[src/rtl/hazard_unit.sv]
// Hazard detection, forwarding selects and divider occupancy tracking
// for the five-stage MIPS pipeline.
module hazard_unit #(
    parameter int unsigned DIV_CYCLES = 32
) (
    input  logic       clk,
    input  logic       rst,
    input  logic [4:0] rsD,
    input  logic [4:0] rtD,
    input  logic [4:0] rsE,
    input  logic [4:0] rtE,
    input  logic [4:0] writeregE,
    input  logic [4:0] writeregM,
    input  logic [4:0] writeregW,
    input  logic       regwriteE,
    input  logic       regwriteM,
    input  logic       regwriteW,
    input  logic       memtoregE,
    input  logic       memtoregM,
    input  logic       branchD,
    input  logic       jrD,
    input  logic       divE,
    output logic       stallF,
    output logic       stallD,
    output logic       stallE,
    output logic       flushE,
    output logic       stallM,
    output logic       flushM,
    output logic       stallW,
    output logic       flushW,
    output logic       forwardAD,
    output logic       forwardBD,
    output logic [1:0] forwardAE,
    output logic [1:0] forwardBE,
    output logic       divstartE,
    output logic       divbusy
);

    typedef enum logic [1:0] {
        IDLE = 2'd0,
        BUSY = 2'd1,
        DONE = 2'd2
    } div_state_e;

    localparam logic [5:0] CNT_INIT = 6'(DIV_CYCLES - 1);

    div_state_e state_q, state_d;
    logic [5:0] cnt_q, cnt_d;

    logic lwstall;
    logic branchstall;
    logic divstall;
    logic div_start;
    logic use_rs;
    logic use_rt;

    // Register $0 is hardwired, so it can never carry a dependency.
    function automatic logic hit(input logic [4:0] a, input logic [4:0] b);
        return (a != 5'd0) && (a == b);
    endfunction

    function automatic logic [1:0] fwd_sel(input logic [4:0] src,
                                           input logic [4:0] wm,
                                           input logic       rwm,
                                           input logic [4:0] ww,
                                           input logic       rww);
        logic [1:0] sel;
        sel = 2'b00;
        if (rwm && hit(src, wm)) begin
            sel = 2'b10;
        end else if (rww && hit(src, ww)) begin
            sel = 2'b01;
        end
        return sel;
    endfunction

    always_comb begin
        state_d   = state_q;
        cnt_d     = cnt_q;
        div_start = 1'b0;
        unique case (state_q)
            IDLE: begin
                if (divE) begin
                    state_d   = BUSY;
                    cnt_d     = CNT_INIT;
                    div_start = 1'b1;
                end
            end
            BUSY: begin
                cnt_d = cnt_q - 6'd1;
                if (cnt_q == 6'd1) begin
                    state_d = DONE;
                end
            end
            DONE: begin
                // The divide leaves E now; a following div restarts from IDLE.
                state_d = IDLE;
            end
            default: begin
                state_d = IDLE;
                cnt_d   = 6'd0;
            end
        endcase
    end

    always_ff @(posedge clk) begin
        if (rst) begin
            state_q <= IDLE;
            cnt_q   <= 6'd0;
        end else begin
            state_q <= state_d;
            cnt_q   <= cnt_d;
        end
    end

    always_comb begin
        use_rs = branchD | jrD;
        use_rt = branchD;

        lwstall = memtoregE & regwriteE &
                  (hit(writeregE, rsD) | hit(writeregE, rtD));

        branchstall =
            (regwriteE & ((use_rs & hit(writeregE, rsD)) |
                          (use_rt & hit(writeregE, rtD)))) |
            (memtoregM & ((use_rs & hit(writeregM, rsD)) |
                          (use_rt & hit(writeregM, rtD))));

        divstall = ((state_q == IDLE) & divE) | (state_q == BUSY);
    end

    always_comb begin
        stallF    = 1'b0;
        stallD    = 1'b0;
        stallE    = 1'b0;
        flushE    = 1'b0;
        stallM    = 1'b0;
        flushM    = 1'b0;
        stallW    = 1'b0;
        flushW    = 1'b0;
        forwardAD = 1'b0;
        forwardBD = 1'b0;
        forwardAE = 2'b00;
        forwardBE = 2'b00;
        divstartE = 1'b0;
        divbusy   = 1'b0;
        if (!rst) begin
            stallF    = lwstall | branchstall | divstall;
            stallD    = lwstall | branchstall | divstall;
            stallE    = divstall;
            // A held E stage must keep its instruction, so no bubble there.
            flushE    = (lwstall | branchstall) & ~divstall;
            flushM    = divstall;
            forwardAD = regwriteM & hit(rsD, writeregM);
            forwardBD = regwriteM & hit(rtD, writeregM);
            forwardAE = fwd_sel(rsE, writeregM, regwriteM,
                                writeregW, regwriteW);
            forwardBE = fwd_sel(rtE, writeregM, regwriteM,
                                writeregW, regwriteW);
            divstartE = div_start;
            divbusy   = (state_q != IDLE);
        end
    end

endmodule
[config.mk]
export PLATFORM = sky130hd
export DESIGN_NAME = hazard_unit
export DESIGN_NICKNAME = d
export VERILOG_FILES = /design/src/rtl/hazard_unit.sv
export SDC_FILE = /design/constraint.sdc
export NUM_CORES = 1
export LEC_CHECK = 0
export ABC_AREA = 1
export BUFFER_PORTS_ARGS = -buffer_cell sky130_fd_sc_hd__buf_4
export CAP_MARGIN = 15
export CORE_MARGIN = 3
export CORE_UTILIZATION = 32
export CTS_CLUSTER_DIAMETER = 30
export DETAILED_ROUTE_END_ITERATION = 12
export GPL_ROUTABILITY_DRIVEN = 0
export PLACE_DENSITY = 0.73
export SYNTH_ARGS = -nofsm -noshare
export SYNTH_HDL_FRONTEND = slang
export SYNTH_SLANG_ARGS = --single-unit
[constraint.sdc]
create_clock -name clk -period 1.2 [get_ports clk]
set_input_delay 0.18 -clock clk [delete_from_list [all_inputs] [get_ports clk]]
set_output_delay 0.18 -clock clk [all_outputs]
set_load 0.01 [all_outputs]
==> flow_metrics.tcl, run 1 <==
set metrics [dict create \
    drive_above_1_share_pct 46.94 \
    viasPerCell 4.974 \
    crit_arrival_ns 1.16 \
    drc 0 \
    htree_levels 1 \
    status "finished with violations" \
    fp.dieW_um 67.68 \
    cp-start-kind "primary input" \
    hp-start "divE" \
    worst_r2r_endpoint "cnt_q[2]" \
    wl_met3_um 293 \
    worstPathMaxFanout 5 \
    ys_ff_latch 8 \
    top_layer_used "met4" \
    wire_per_inst_um 13.03 \
    cp_slowest_cell "nor2_1" \
    p_leak_nw 1.090 \
    num_io_pins 61 \
    finalCriticalPeriod_ns 1.336 \
    period_share_pct 111.3 \
    r2r_setup_slack_ns 0.09 \
    setup_slack_ns -0.1356 \
    r2r_start "state_q[0]" \
    grt_max_degree 12 \
    finalNonFillerCells 340 \
    cts.path.max_buffers 2 \
    crit_path_max_incr_delay_ns 0.13 \
    cap_viol_max_count 0 \
    finClkSkew_ns 0.003890 \
    p_total_w 0.001420 \
    ant_nets 0 \
    cts_tree "built" \
    die_h_um 67.68 \
    place.detailed.hpwl_mm 3.153 \
    critPathRequiredTime_ns 1.02 \
    dp_cells 327 \
    ys_warn_count 0 \
    start_util_pct 34.84 \
    cp_cell_sequence "buf_4 > inv_2 > o21ai_0 > nor2_1 > nand3_1 > nand2_1 > nand2_1 > nand2_2 > nand2_2 > nor2_2 > buf_4" \
    numCtsBuffers 3 \
    critPathKind "in -> out" \
    wl_met2_mm 2.316 \
    hold_depth 3 \
    setup_viol_count_final 11 \
    rows 21 \
    crit_family "simple AND/OR/NAND/NOR gates" \
    grt_setup_unrepaired "true" \
    io_buffer_count 57 \
    critPathCaptureType "output pin" \
    drv_slew 0 \
    syn_inst 216 \
    hold_path.class "in -> reg" \
    grt_pass1_wl_mm 6.699 \
    finish.instance_area_um2 2161 \
    drt_pass1_iterations 4 \
    syn_area_per_cell_um2 5.636 \
    num_vias 1691 \
    final.setup.tns_ns -0.8357 \
    placed_area_um2 1757 \
    r2r_cells 7 \
    nets 343 \
    met1_length_mm 1.724 \
    die-area_um2 4581 \
    ir_drop_mv 0.3277 \
    track_usage_pct 18.66 \
    grt_overflow 0 \
    whs_endpoint "state_q[0]" \
    drt_iter0_drc 78 \
    path_clk_slew_ns 0.04 \
    antenna_found_initial 0 \
    violations "setup timing" \
    wirelength_mm 4.430 \
    cts_sinks 8 \
    synth-seq-area-share_pct 13.16 \
    hold_viol_final 0 \
    grt_pass1_vias 1601 \
    clockRootBuffer "clkbuf_8" \
    antennaDiodeCount 0 \
    clock_latency_ns 0.23 \
    core_area_um2 3495 \
    powerDensity_nw_per_um2 657.0 \
    areaGrowthSynthToFinish_pct 77.49 \
    syn_area_um2 1217 \
    worst-path-buf-inv 3 \
    max_freq_mhz 748.7 \
    preCtsSetupSlack_ns -0.1656 \
    ys_types 32 \
]
-- routing by layer --
metal  up-vias  global-route usage, %
li1        847                      -
met4         0                  5.570
met2        70                  32.81
met3        10                  4.326
met1       764                  22.24
met5         -                      0
-- layout by cell type (no fill, tap or decap), drive strengths merged, types with 4 or more instances in the layout --
master  instances
nand2          46
dfxtp           8
o22ai           4
o21ai          16
buf            82
nor2           30
xor2           12
nand4           7
nor3            6
xnor2           4
nand3          12
inv            38
a21oi          10
-- area by class of cell --
type	count	area [um2]
sequential	8	162.7
tap	46	57.56
fill	309	1334
timing repair buffer	82	740.7
clock buffer	3	41.29
inverter	38	155.1
multi-input combinational	163	1003
-- where the power goes --
group          internal (W)  total [W]  switching [W]
registers          0.000298   0.000323      0.0000250
logic              0.000393   0.000771       0.000378
clock network      0.000218   0.000326       0.000109
total              0.000908    0.00142       0.000512
-- sequential cells by signal (all words and copies together), names as in the netlist --
signal,cells
cnt_q,6
state_q,2
-- worst register-to-register path: stages, from the launching register on --
cell and delay, ns:
dfxtp_2 0.33, buf_6 0.13, buf_4 0.12, a21oi_2 0.13, nand2_1 0.13, o21ai_1 0.09, nand2_1 0.05, o21ai_0 0.06
-- through the flow --
step           hold slack [ns]  utilization (%)
6_report                0.2779            61.83
5_1_grt                 0.2835            61.83
4_1_cts                 0.2370            55.67
3_5_place_dp            0.4645            50.27
3_3_place_gp            0.4298            50.27
2_1_floorplan           0.3498                -
-- cell usage after synthesis --
master / n / area (um2)
nand3_2: 1 / 10.01
dfxtp_1: 8 / 160.2
inv_1: 34 / 127.6
buf_2: 1 / 5.000
or2_0: 1 / 6.260
nand4_1: 7 / 43.79
nand3_1: 11 / 55.05
conb_1: 1 / 3.750
buf_6: 2 / 22.52
nor2b_1: 1 / 6.260
o31ai_1: 1 / 7.510
o21ai_1: 3 / 15.01
xor2_1: 12 / 105.1
buf_4: 5 / 37.54
o21ai_0: 13 / 65.06
ha_1: 2 / 25.02
a21oi_1: 10 / 50.05
nand2_2: 1 / 6.260
o211ai_1: 2 / 15.01
xnor2_1: 4 / 35.03
o22ai_1: 4 / 25.02
nor2_2: 4 / 25.02
inv_2: 4 / 15.01
a211oi_1: 3 / 22.52
nand2_1: 45 / 168.9
nor3_1: 5 / 25.02
nand3b_1: 1 / 7.510
nor3_2: 1 / 10.01
nor4_1: 1 / 6.260
a22o_1: 1 / 8.760
nor2_1: 26 / 97.59
buf_1: 1 / 3.750
-- worst max-delay path by stage --
stage / cells past startpoint / to / slack [ns] / from
detailed placement: 10 / stallD / -0.17 / writeregM[3]
global placement: 10 / stallD / -0.15 / writeregM[3]
floorplan: 10 / stallF / -0.04 / writeregM[2]
global route: 12 / flushE / -0.26 / writeregE[0]
CTS: 10 / flushE / -0.13 / rsD[0]
finish: 11 / flushE / -0.14 / writeregE[3]
-- logic make-up after synthesis --
| kind of cell | synth area share, % |
|---|---|
| compound gates | 17.16 |
| xor+xnor | 11.51 |
| fa+ha+maj | 2.055 |
| buf+inv | 17.37 |
| flops | 13.15 |
| other cells | 0.3080 |
| simple gates | 38.44 |
-- what timing repair did --
action / in CTS / in global routing
hold buffers: 0 / 0
pin swaps: 22 / 34
gates cloned: 0 / 0
gates resized for setup: 34 / 56
endpoints found under the setup margin: 12 / 17
setup buffers: 5 / 5
No activity file was read; power rests on OpenSTA's default activity.
==> inputs of run 2 (changes only) <==
--- a/config.mk
+++ b/config.mk
@@ -5,7 +5,6 @@
 export SDC_FILE = /design/constraint.sdc
 export NUM_CORES = 1
 export LEC_CHECK = 0
-export ABC_AREA = 1
 export BUFFER_PORTS_ARGS = -buffer_cell sky130_fd_sc_hd__buf_4
 export CAP_MARGIN = 15
 export CORE_MARGIN = 3
==> flow_metrics.tcl, run 2 <==
set metrics [dict create \
    track_usage_pct 19.94 \
    switchingPower_w 0.0005884 \
    setup_viol_count_final 16 \
    powerDensity_nw_per_um2 645.4 \
    syn_area_per_cell_um2 7.689 \
    rows 21 \
    status "finished with violations" \
    synth.most_common_cell "xnor2_1" \
    synth-seq-area-share_pct 13.79 \
    max_freq_mhz 634.8 \
    async_flop_share_pct 0 \
    clock_latency_ns 0.26 \
    start_util_pct 33.99 \
    p_leak_nw 1.057 \
    crit_family "simple AND/OR/NAND/NOR gates" \
    cts.path.max_buffers 2 \
    drt_iter0_drc 36 \
    critPathRequiredTime_ns 1.02 \
    areaGrowthSynthToFinish_pct 114.3 \
    viasPerCell 4.970 \
    ys_warn_count 0 \
    swShare_pct 36.63 \
    finalNonFillerCells 300 \
    combPwrFrac_pct 65.1 \
    grt_setup_unrepaired "true" \
    finish.instance_area_um2 2489 \
    critPathKind "in -> out" \
    final_cell_mix "74 x buf_4, 32 x buf_6, 17 x xnor2_1" \
    ys_ff_latch 8 \
    critPathCaptureType "output pin" \
    clockRootBuffer "clkbuf_4" \
    power_frac_seq_pct 21.4 \
    die_h_um 66.24 \
    ctsHoldBuffers 0 \
    wirelength_mm 4.535 \
    fillers 234 \
    num_io_pins 61 \
    largest_reg_flops 6 \
    grt_max_degree 9 \
    ys_top_cells_by_area "xnor2_1 20%, dfxtp_1 14%, xor2_1 11%" \
    p_clk_share_pct 13.5 \
    place.detailed.hpwl_mm 3.061 \
    synth_ff_type "dfxtp_1" \
    cell_internal_pwr_w 0.001018 \
    p_total_w 0.001606 \
    antennaDiodeCount 0 \
    grt_pass1_vias 1525 \
    io_buffer_count 57 \
    worst-path-buf-inv 2 \
    synth-edff-count 0 \
    post-synth-top-area-cell "xnor2_1" \
    num_vias 1491 \
    violations "setup timing" \
    drt_pass1_iterations 4 \
    crit_arrival_ns 1.40 \
    ant_nets 0 \
    worstPathMaxFanout 2 \
    finalCriticalPeriod_ns 1.575 \
    fin_util_pct 72.86 \
    hold_viol_final 0 \
    hold_path.class "in -> reg" \
    cts_tree "built" \
    drc 0 \
    grt_pass1_wl_mm 6.810 \
    cp_slowest_cell "or4_4" \
    dp_cells 281 \
    ys_types 43 \
    placed_area_um2 1896 \
    die-area_um2 4387 \
    htree_levels 1 \
    finClkSkew_ns 0.0009449 \
    cp-start-kind "primary input" \
    setup_slack_ns -0.3753 \
    drive_above_1_share_pct 67.72 \
    core_area_um2 3416 \
    drv_slew 0 \
    antenna_found_initial 0 \
    crit_path_max_incr_delay_ns 0.53 \
    mostFrequentLayoutCell "buf_4" \
    preCtsSetupSlack_ns -0.4046 \
    cap_viol_max_count 0 \
    regMostFlops "cnt_q" \
    synth_common_cells "26 x xnor2_1, 14 x xor2_1, 12 x nor2_1" \
    fp.dieW_um 66.24 \
    syn_area_um2 1161 \
    ir_drop_mv 0.3630 \
    reg.largest.list "cnt_q x6, state_q x2" \
    r2r_setup_slack_ns -0.19 \
    grt_overflow 0 \
    cts_sinks 8 \
    nets 303 \
    cp_cell_sequence "buf_6 > or4_4 > nor2_4 > nor4_4 > nor4_2 > buf_4" \
    numCtsBuffers 3 \
    wire_per_inst_um 15.12 \
    netlist.area_leader.share_pct 19.61 \
    path_clk_slew_ns 0.06 \
    syn_inst 151 \
    period_share_pct 131.3 \
]
-- run 2: cell count changes after synthesis, moves of 5 or more --
| cell | change |
|---|---|
| clkbuf_1 | +5 |
| xnor2_1 | +22 |
| nand2_1 | -37 |
| nor2b_1 | +6 |
| nand3_1 | -10 |
| nor2_1 | -14 |
| inv_1 | -30 |
| o21ai_0 | -5 |
| a21oi_1 | -9 |
-- run 2: layout make-up --
cell class              count  area, um2  area share, %
multi-input cells         129       1236          49.67
repair buffers            110      980.9          39.42
flip-flops and latches      8      168.9          6.787
well taps                  46      57.56          2.313
clock buffers               3      22.52         0.9050
inverters                   4      22.52         0.9050
-- run 2: path summary, 6_finish.rpt --
path | cells after the start | endpoint | startpoint
max | 6 | forwardAE[0] | rsE[1]
min | 3 | cnt_q[0] | rst
max reg2reg | 3 | state_q[0] | cnt_q[2]
min reg2reg | 1 | cnt_q[4] | cnt_q[4]
-- run 2: worst register-to-register path, stage by stage (launching register included) --
cell and delay (ns):
dfxtp_2 0.32, or3_4 0.40, or3b_4 0.39, a31o_1 0.18
-- run 2: cell families (layout without fill, tap and decap cells) --
| family | Yosys count | in the layout | share of synthesized area, % |
|---|---|---|---|
| and+or+nand+nor | 59 | 59 | 31.36 |
| xor gates and xnor gates | 40 | 40 | 30.17 |
| AOI/OAI and AO/OA | 24 | 24 | 14.33 |
| buffers and inverters | 16 | 117 | 6.896 |
| DFF | 8 | 8 | 13.79 |
| adders and majority gates | 2 | 2 | 2.155 |
| other | 1 | 3 | 0.3230 |
| muxes | 1 | 1 | 0.9698 |
-- run 2: per-stage QoR --
stage / hold slack (ns) / setup TNS, ns
floorplan: 0.3469 / -1.149
global placement: 0.4778 / -3.665
detailed placement: 0.4727 / -3.895
CTS: 0.2568 / -3.377
global route: 0.2577 / -4.504
finish: 0.2591 / -3.563
-- run 2: power groups by stage --
stage / registers [W] / logic, W / clock network (W)
after floorplan: 0.000344 / 0.000366 / 0
after global placement: 0.000335 / 0.000714 / 0
after detailed placement: 0.000336 / 0.000727 / 0
after CTS: 0.000334 / 0.000899 / 0.000217
after global routing: 0.000348 / 0.00112 / 0.000239
final: 0.000344 / 0.00105 / 0.000217
-- run 2: timing repair --
| item | in CTS | in global routing |
|---|---|---|
| gates resized for setup | 64 | 38 |
| pin swaps | 30 | 19 |
| buffers inserted | 13 | 5 |
| endpoints found under the setup margin | 19 | 19 |
-- run 2: metal layers --
metal / part of all wire [%] / GRT usage, % / vias up
met5: 0 / 0 / -
met4: 1.8 / 4.569 / 0
met3: 5.4 / 3.401 / 11
met2: 55 / 38.29 / 53
met1: 38 / 22.40 / 696
li1: - / - / 731
==> inputs of run 3 (changes only) <==
--- a/config.mk
+++ b/config.mk
@@ -12,7 +12,7 @@
 export CTS_CLUSTER_DIAMETER = 30
 export DETAILED_ROUTE_END_ITERATION = 12
 export GPL_ROUTABILITY_DRIVEN = 0
-export PLACE_DENSITY = 0.73
+export PLACE_DENSITY = 0.71
 export SYNTH_ARGS = -nofsm -noshare
 export SYNTH_HDL_FRONTEND = slang
 export SYNTH_SLANG_ARGS = --single-unit
==> constraint.sdc (replaced) <==
create_clock -name clk -period 2 [get_ports clk]
set_input_delay 0.3 -clock clk [delete_from_list [all_inputs] [get_ports clk]]
set_output_delay 0.3 -clock clk [all_outputs]
set_load 0.01 [all_outputs]
==> flow_metrics.tcl, run 3 (synthesis results as in run 2) <==
set metrics [dict create \
    preCtsSetupSlack_ns 0.1404 \
    nets 252 \
    setup_slack_ns 0.1428 \
    die_h_um 66.24 \
    num_vias 1201 \
    finish.instance_area_um2 1627 \
    areaGrowthSynthToFinish_pct 40.09 \
    max_freq_mhz 538.5 \
    drive_above_1_share_pct 36.45 \
    final.setup.tns_ns 0 \
    final_cell_mix "59 x buf_4, 26 x xnor2_1, 14 x xor2_1" \
    grt_max_degree 14 \
    reg.largest.list "cnt_q x6, state_q x2" \
    io_buffer_count 57 \
    powerDensity_nw_per_um2 414.6 \
    drc 0 \
    hold_depth 2 \
    critPathCaptureType "output pin" \
    ctsHoldBuffers 0 \
    mostFrequentLayoutCell "buf_4" \
    drt_iter0_drc 27 \
    num_io_pins 61 \
    period_share_pct 92.86 \
    place.detailed.hpwl_mm 2.637 \
    grt_pass1_wl_mm 5.264 \
    cap_viol_max_count 0 \
    status "completed" \
    fillers 364 \
    wire_per_inst_um 12.17 \
    clockRootBuffer "clkbuf_4" \
    whs_ns 0.3270 \
    finClkSkew_ns 0.0003223 \
    grt_pass1_vias 1188 \
    htree_levels 1 \
    path_clk_slew_ns 0.05 \
    viasPerCell 4.823 \
    p_total_w 0.0006744 \
    antennaDiodeCount 0 \
    numCtsBuffers 3 \
    p_leak_nw 0.6580 \
    ctsResizeCount 0 \
    setup_viol_count_final 0 \
    finalCriticalPeriod_ns 1.857 \
    core_area_um2 3416 \
    placed_area_um2 1604 \
    cts_tree "built" \
    antenna_found_initial 0 \
    rows 21 \
    cts.path.max_buffers 2 \
    cts_sinks 8 \
    grt_overflow 0 \
    track_usage_pct 14.92 \
    drv_slew 0 \
    post_cts.repair.setup_buffers 0 \
    clock_latency_ns 0.25 \
    start_util_pct 33.99 \
    critPathKind "in -> out" \
    die-area_um2 4387 \
    fp.dieW_um 66.24 \
    worstPathMaxFanout 3 \
    crit_arrival_ns 1.56 \
    wirelength_mm 3.031 \
    r2r_cells 3 \
    regMostFlops "cnt_q" \
    grt_setup_unrepaired "false" \
    largest_reg_flops 6 \
    ir_drop_mv 0.2613 \
    hold_path.class "in -> reg" \
    cp-start-kind "primary input" \
    hold_viol_final 0 \
    ant_nets 0 \
    drt_pass1_iterations 4 \
    critPathRequiredTime_ns 1.70 \
]
==> run 3: final timing paths <==
| check | slack (ns) | from | end |
|---|---|---|---|
| worst min-delay path | 0.33 | rst | cnt_q[0] |
| worst min register to register | 0.49 | cnt_q[4] | cnt_q[4] |
| worst max-delay path | 0.14 | rtE[1] | forwardBE[0] |
| worst max register to register | 0.53 | cnt_q[3] | state_q[0] |
==> run 3: stage by stage <==
step           std cells  util [%]
2_1_floorplan        153         -
3_3_place_gp         246     46.96
3_5_place_dp         246     46.96
4_1_cts              249     47.62
5_1_grt              249     47.62
6_report             249     47.62
==> run 3: area by class of cell <==
cell class,count,area [um2],share of cell area [%]
timing repair buffer,59,442.9,27.23
sequential,8,160.2,9.846
clock buffer,3,22.52,1.385
multi-input combinational,129,928.4,57.08
tap,46,57.56,3.538
inverter,4,15.01,0.9231
==> run 3: critical path, stage by stage <==
cell	delay [ns]
buf_4	0.13
or4_4	0.54
nor2_4	0.10
nor4_1	0.07
nor4_2	0.25
buf_4	0.16
==> run 3: where the power goes <==
part / switching, W / leakage [nW] / internal (W) / total [W]
Combinational: 0.000157 / 0.578 / 0.000187 / 0.000345
Sequential: 0.0000269 / 0.0665 / 0.000183 / 0.000210
Clock: 0.0000511 / 0.0138 / 0.0000684 / 0.000120
==> run 3: metal layers <==
metal,vias up,GRT usage [%],part of all wire (%)
met3,0,3.401,5.8
met2,36,25.90,48
met1,531,19.53,46
met4,0,0.7614,0
li1,634,-,-
met5,-,0,0
